==> config.mk <==
export PLATFORM = sky130hd
export DESIGN_NAME = a2d_round_robin
export DESIGN_NICKNAME = d
export VERILOG_FILES = /design/src/rtl/a2d_round_robin.sv
export SDC_FILE = /design/constraint.sdc
export NUM_CORES = 1
export LEC_CHECK = 0
export CAP_MARGIN = 10
export CORE_MARGIN = 4
export CORE_UTILIZATION = 45
export CTS_CLUSTER_DIAMETER = 60
export DETAILED_ROUTE_END_ITERATION = 7
export HOLD_SLACK_MARGIN = 0.06
export PLACE_DENSITY = 0.8
export SETUP_SLACK_MARGIN = 0.02
export SYNTH_ARGS = -nofsm -noshare
export SYNTH_HDL_FRONTEND = slang
export SYNTH_SLANG_ARGS = --single-unit
==> constraint.sdc <==
create_clock -name clk -period 1.8 [get_ports clk]
set_clock_uncertainty 0.05 [all_clocks]
set_input_delay 0.18 -clock clk [delete_from_list [all_inputs] [get_ports clk]]
set_output_delay 0.18 -clock clk [all_outputs]
set_load 0.02 [all_outputs]
==> src/rtl/a2d_round_robin.sv <==
// Round-robin sequencer for the shared SPI A2D: each nxt request runs one round of
// command/read transaction pairs over left load, right load, steer pot and battery.
module a2d_round_robin #(
    parameter logic [2:0] LFT_CH   = 3'd0,
    parameter logic [2:0] RGHT_CH  = 3'd4,
    parameter logic [2:0] STEER_CH = 3'd5,
    parameter logic [2:0] BATT_CH  = 3'd6
) (
    input  logic        clk,
    input  logic        rst_n,
    input  logic        nxt,
    input  logic        done,
    input  logic [15:0] rd_data,
    output logic        wrt,
    output logic [15:0] cmd,
    output logic [11:0] lft_ld,
    output logic [11:0] rght_ld,
    output logic [11:0] steer_pot,
    output logic [11:0] batt,
    output logic        busy,
    output logic        round_done
);

    typedef enum logic [1:0] {IDLE, CMD_WAIT, GAP, RD_WAIT} state_t;

    state_t      state_q;
    logic [1:0]  idx_q;
    logic [1:0]  idx_d;
    logic        wrt_q;
    logic [15:0] cmd_q;
    logic [11:0] lft_q;
    logic [11:0] rght_q;
    logic [11:0] steer_q;
    logic [11:0] batt_q;
    logic        busy_q;
    logic        round_done_q;
    logic [3:0]  unusedRdHi;

    assign idx_d      = idx_q + 2'd1;
    assign unusedRdHi = rd_data[15:12];

    function automatic logic [15:0] cmdFor(input logic [1:0] idx);
        logic [2:0] ch;
        ch = LFT_CH;
        case (idx)
            2'd0: ch = LFT_CH;
            2'd1: ch = RGHT_CH;
            2'd2: ch = STEER_CH;
            2'd3: ch = BATT_CH;
            default: ch = LFT_CH;
        endcase
        return {2'b00, ch, 11'h000};
    endfunction

    // A done coinciding with our own wrt pulse cannot belong to that transaction, so it is ignored.
    always_ff @(posedge clk or negedge rst_n) begin
        if (!rst_n) begin
            state_q      <= IDLE;
            idx_q        <= 2'd0;
            wrt_q        <= 1'b0;
            cmd_q        <= 16'h0000;
            lft_q        <= 12'h000;
            rght_q       <= 12'h000;
            steer_q      <= 12'h000;
            batt_q       <= 12'h000;
            busy_q       <= 1'b0;
            round_done_q <= 1'b0;
        end else begin
            wrt_q        <= 1'b0;
            round_done_q <= 1'b0;
            case (state_q)
                IDLE: begin
                    if (nxt) begin
                        idx_q   <= 2'd0;
                        wrt_q   <= 1'b1;
                        cmd_q   <= cmdFor(2'd0);
                        busy_q  <= 1'b1;
                        state_q <= CMD_WAIT;
                    end
                end
                CMD_WAIT: begin
                    if (done && !wrt_q) begin
                        state_q <= GAP;
                    end
                end
                GAP: begin
                    wrt_q   <= 1'b1;
                    state_q <= RD_WAIT;
                end
                RD_WAIT: begin
                    if (done && !wrt_q) begin
                        case (idx_q)
                            2'd0: lft_q   <= rd_data[11:0];
                            2'd1: rght_q  <= rd_data[11:0];
                            2'd2: steer_q <= rd_data[11:0];
                            default: batt_q <= rd_data[11:0];
                        endcase
                        if (idx_q == 2'd3) begin
                            idx_q        <= 2'd0;
                            busy_q       <= 1'b0;
                            round_done_q <= 1'b1;
                            state_q      <= IDLE;
                        end else begin
                            idx_q   <= idx_d;
                            wrt_q   <= 1'b1;
                            cmd_q   <= cmdFor(idx_d);
                            state_q <= CMD_WAIT;
                        end
                    end
                end
                default: state_q <= IDLE;
            endcase
        end
    end

    assign wrt        = wrt_q;
    assign cmd        = cmd_q;
    assign lft_ld     = lft_q;
    assign rght_ld    = rght_q;
    assign steer_pot  = steer_q;
    assign batt       = batt_q;
    assign busy       = busy_q;
    assign round_done = round_done_q;

endmodule

==> impl_metrics.json, run 1 <==
{
  "status": "completed",
  "cts_sinks": 58,
  "drtIter0Drc": 116,
  "wirelength_um": 5710,
  "setup_viol": 0,
  "nNetsFinal": 303,
  "antenna_found_initial": 0,
  "ios": 87,
  "cts_setup_buffers": 0,
  "clock_latency_ns": 0.33,
  "synth.yosys.seq_area_share_pct": 56.0,
  "fmax_mhz": 600,
  "antenna_cells": 0,
  "rsz0062_at_grt": "false",
  "synth_edf_count": 0,
  "slew_viol_final": 0,
  "crit_slowest_cell": "dfrtp_1",
  "synth_common_cells": "58 x dfrtp_1, 49 x mux2_2, 14 x buf_4, 11 x ha_1",
  "ys_types": 32,
  "crit_path_start_kind": "flop",
  "cts_made_buffers": 9,
  "fin_crit_sh_pct": 92.6,
  "cp-end-kind": "flop",
  "synth.area.top_cells": "dfrtp_1 56%, mux2_2 21%, ha_1 5.3%",
  "reg2reg_from": "idx_q[0]",
  "vias": 1735,
  "fin_ws_ns": 0.134,
  "path_cells": "inv_1 > ha_1 > nand3_2 > buf_12 > mux2_2",
  "whs_ns": 0.326,
  "postSynthCellCount": 188,
  "min_period_ns": 1.67,
  "vias_per_cell": 4.97,
  "post-route-drc-count": 0,
  "p_per_area_nw_per_um2": 1790,
  "dp_hpwl_um": 4040,
  "die_h_um": 83.9,
  "min_path_type": "in -> async",
  "stdcell_count": 349,
  "port-buffer-count": 69,
  "critPathMaxStageDelay_ns": 0.50,
  "arrival_ns": 1.82,
  "crit_buf_inv": 2,
  "area.growth.synth_to_final_pct": 40.0,
  "synth_area_leader_cell": "dfrtp_1",
  "power_leakage_nw": 1.69,
  "crit_family": "flip-flops",
  "irDropWorstVdd_v": 0.000970,
  "yosysTopAreaCellShare_pct": 56.0,
  "path_clk_slew_ns": 0.07,
  "initial_core_util_pct": 46.8,
  "critPathMaxFanout": 10,
  "synthArstFlopShare_pct": 100,
  "hold_viol": 0,
  "grt_max_degree": 59,
  "dieArea_um2": 7040,
  "grt_pass1_wl_um": 9430,
  "cts-root-buf": "clkbuf_8",
  "drive_gt1_share_pct": 30.3,
  "cp.required_ns": 1.96,
  "dr.pass1.iters": 4,
  "first_global_vias": 1921,
  "rows": 27,
  "drt-wirelength-per-cell_um": 16.4,
  "path_class": "reg -> reg",
  "cts_buffer_depth": 2,
  "grtUsageTotal_pct": 17.3,
  "cts_tree": "done",
  "die_w_um": 83.9,
  "preCtsSetupSlack_ns": 0.0915,
  "synth_seq_cells": 58,
  "cap_viol_max_count": 0,
  "coreArea_um2": 5540,
  "ys.flop_type": "dfrtp_1",
  "synth.cell_area_um2": 2590,
  "ant_nets": 0,
  "dpl.cell_count": 332,
  "startpoint": "idx_q[0]",
  "synth_area_per_cell_um2": 13.8,
  "gp_congestion": 0.815,
  "cts_htree_levels": 3,
  "setup_tns_ns": 0,
  "synth_warnings": 0,
  "final_util_pct": 65.5,
  "yosysMostFrequentCell": "dfrtp_1",
  "gr-total-overflow": 0
}
worst paths after layout:
kind | to | slack [ns] | depth (start not counted)
hold / removal | batt[11] | 0.33 | 3
min in group clk | batt[6] | 0.46 | 1
setup reg to reg | lft_ld[0] | 0.13 | 5
hold reg to reg | batt[6] | 0.46 | 1
setup / recovery | lft_ld[0] | 0.13 | 5
max in group asynchronous | idx_q[1] | 1.12 | 3
final cells by class:
cell class	count	area, um2
fill	436	1910
sequential	58	1450
multi-input combinational	115	1030
timing repair buffer	81	803
clock buffer	12	155
tap	72	90.1
clock inverter	4	73.8
inverter	7	26.3
what timing repair did:
action,CTS,global route
resized for setup,0,3
hold endpoints to repair,58,0
hold buffers,1,0
endpoints found under the setup margin,0,8
report_power, final:
group          leakage (nW)  switching, mW  internal (mW)
Sequential            0.751          0.328           1.85
Combinational         0.821           1.43           1.52
Clock                 0.117          0.512          0.856
Total                  1.69           2.27           4.22
state kept, by name, indices dropped and copies added (netlist names):
signal / count
rght_ld: 12
busy: 1
batt: 12
idx_q: 2
wrt: 1
round_done: 1
state_q: 2
steer_pot: 12
lft_ld: 12
cmd: 3
layout by cell type, fill, tap and decap left out, types with 2 or more instances in the layout:
cell type and instances:
o21ai_0 5, inv_1 7, buf_4 9, nor2b_1 2, o2111ai_1 2, o211ai_1 2, ha_1 10, bufinv_16 2
a21oi_1 5, clkbuf_8 11, nand3_1 7, nor2b_4 2, clkdlybuf4s50_1 68, mux2_2 49, dfrtp_1 57, buf_12 2
conb_1 13, nor2_1 2
through the flow:
stage               cell area, um2  total power, mW
finish                        3630             6.49
floorplan                     2640             3.75
CTS                           3620             6.53
global placement              3380             5.04
detailed placement            3380             5.14
global route                  3630             6.86
logic make-up (layout without fill, tap and decap cells):
group	Yosys count	after routing	share of synthesized area, %
other	1	13	0.145
AOI/OAI and AO/OA	20	20	5.31
DFF	58	58	56.0
adders and majority gates	11	11	5.31
buffers and inverters	27	104	6.47
and+or+nand+nor	22	22	5.46
muxes	49	49	21.3
tightest hold or removal path, delay by kind of cell:
family | cells | cell delay, ns
buf+inv | 3 | 0.91
routing by layer:
metal  GRT usage (%)  vias to the layer above  wire (um)  share of wire [%]
met5               0                        -          0                  0
met4            9.36                        0        138                2.4
met3            3.75                       14        238                4.2
met2            29.6                       63       2950                 52
met1            20.0                      853       2380                 42
li1                -                      805          -                  -
(Power assumes the default switching activity.)
==> run 2: changes to the inputs <==
Settings changed: CORE_UTILIZATION 45 to 41, PLACE_DENSITY 0.8 to 0.77.
Clock period 1.8 ns to 1.4 ns, I/O delays scaled along.
==> run 2 against run 1 <==
  * The flow now finishes with violations (negative setup slack)
  * Sequential power up 27%
  * Sequential share of layout area decreased by 3.1 points
  * First-iteration DRC count decreased by 61%
  * Maximum frequency increased by 10%
  * Clock-buffer cell count unchanged
  * Register-to-register slack worse by 0.24 ns
  * Global-route usage decreased by 1.3 points
  * Critical path type unchanged
  * Largest power group unchanged
==> impl_metrics.json, run 2 (synthesis results as in run 1) <==
{
  "status": "finished, violations left",
  "violations": "negative setup slack",
  "hold_viol": 0,
  "first_global_vias": 1934,
  "drive_gt1_share_pct": 43.5,
  "p_per_area_nw_per_um2": 2240,
  "preCtsSetupSlack_ns": -0.242,
  "ios": 87,
  "layout_common_cells": "55 x dfrtp_1, 54 x dlygate4sd2_1, 44 x mux2_2",
  "arrival_ns": 1.66,
  "power_leakage_nw": 2.02,
  "gr-total-overflow": 0,
  "rsz0062_at_grt": "true",
  "fmax_mhz": 663,
  "dp_hpwl_um": 4240,
  "clock_latency_ns": 0.31,
  "cts_buffer_depth": 2,
  "area.growth.synth_to_final_pct": 51.9,
  "fin_ws_ns": -0.108,
  "placedInstanceArea_um2": 3550,
  "cp.required_ns": 1.55,
  "vias": 1832,
  "min_path_type": "in -> async",
  "fillers": 468,
  "final_area_um2": 3940,
  "grt_pass1_wl_um": 9340,
  "gp_congestion": 0.815,
  "initial_core_util_pct": 43.0,
  "slew_viol_final": 0,
  "cts_made_buffers": 9,
  "wirelength_um": 5960,
  "stdcell_count": 374,
  "crit_path_start_kind": "flop",
  "port-buffer-count": 69,
  "fin_crit_sh_pct": 108,
  "irDropWorstVdd_v": 0.00137,
  "grtUsageTotal_pct": 16.0,
  "dieArea_um2": 7660,
  "ant_nets": 0,
  "cts_tree": "done",
  "dpl.cell_count": 352,
  "coreArea_um2": 6030,
  "internal_power_mw": 5.68,
  "antenna_cells": 0,
  "clockPowerShare_pct": 21.9,
  "die_w_um": 87.5,
  "sw_frac_of_total_pct": 35.6,
  "nNetsFinal": 325,
  "cap_viol_max_count": 0,
  "drt-wirelength-per-cell_um": 15.9,
  "path_clk_slew_ns": 0.06,
  "p_comb_share_pct": 46.7,
  "path_class": "reg -> reg",
  "switching_power_mw": 3.14,
  "reg2reg_depth": 5,
  "multiInputGateArea_um2": 1170,
  "layout_commonest_cell": "dfrtp_1",
  "cts-root-buf": "clkbuf_8",
  "die_h_um": 87.5,
  "vias_per_cell": 4.90,
  "critPathMaxFanout": 7,
  "cp-end-kind": "flop",
  "post-route-drc-count": 0,
  "setup_viol": 52,
  "rows": 28,
  "drtIter0Drc": 45,
  "seqCellArea_um2": 1460,
  "grt_max_degree": 59,
  "antenna_found_initial": 0,
  "dr.pass1.iters": 4,
  "seq_power_share_pct": 31.5,
  "cts_htree_levels": 3,
  "min_period_ns": 1.51,
  "cts_sinks": 58
}
[run 2: final cells by class]
cell class / count / area share, %
timing repair buffer: 103 / 23.8
inverter: 7 / 0.731
sequential: 58 / 37.0
tap: 75 / 2.38
clock buffer: 12 / 3.94
multi-input combinational: 115 / 29.7
clock inverter: 4 / 2.48
[run 2: timing repair]
item,CTS,global route
gates resized for setup,81,9
gates cloned,0,0
setup buffers,3,2
pin swaps,3,6
endpoints found under the hold margin,58,0
endpoints found under the setup margin,110,57
hold buffers,1,0
[run 2: metrics by stage]
stage	setup TNS [ns]	hold slack (ns)	power (mW)	utilization (%)
floorplan	-2.39	-0.206	4.97	-
global placement	-10.74	0.116	6.82	58.9
detailed placement	-11.73	0.118	6.92	58.9
CTS	-3.55	0.303	8.71	64.2
global route	-7.25	0.335	9.32	65.3
finish	-3.84	0.295	8.82	65.3
[run 2: final timing paths]
path	slack [ns]	endpoint	startpoint
max in group asynchronous	0.72	idx_q[0]	rst_n
setup / recovery	-0.11	rght_ld[11]	state_q[1]
setup reg to reg	-0.11	rght_ld[11]	state_q[1]
hold reg to reg	0.45	rght_ld[2]	rght_ld[2]
hold / removal	0.30	busy	rst_n
min in group clk	0.45	rght_ld[2]	rght_ld[2]
[run 2: routing by layer]
| layer | share of wire, % | vias up | wire length [um] | GRT usage [%] |
|---|---|---|---|---|
| li1 | - | 854 | - | - |
| met1 | 40 | 914 | 2380 | 18.7 |
| met2 | 52 | 57 | 3130 | 27.5 |
| met3 | 6.2 | 7 | 370 | 4.64 |
| met4 | 1.4 | 0 | 82 | 6.56 |
| met5 | 0 | - | 0 | 0 |
[run 2: power groups by stage]
stage / logic, mW / registers, mW / clock network [mW]
after global routing: 4.41 / 2.87 / 2.05
final: 4.11 / 2.77 / 1.93
after CTS: 3.96 / 2.78 / 1.96
after detailed placement: 4.11 / 2.81 / 0
after floorplan: 1.40 / 3.57 / 0
after global placement: 4.02 / 2.80 / 0
[run 2: worst max-delay path: stages, from the launching register on]
cell and delay [ns]:
dfrtp_1 0.41, buf_6 0.13, ha_4 0.20, nand3_2 0.11, buf_4 0.15, mux2_2 0.33
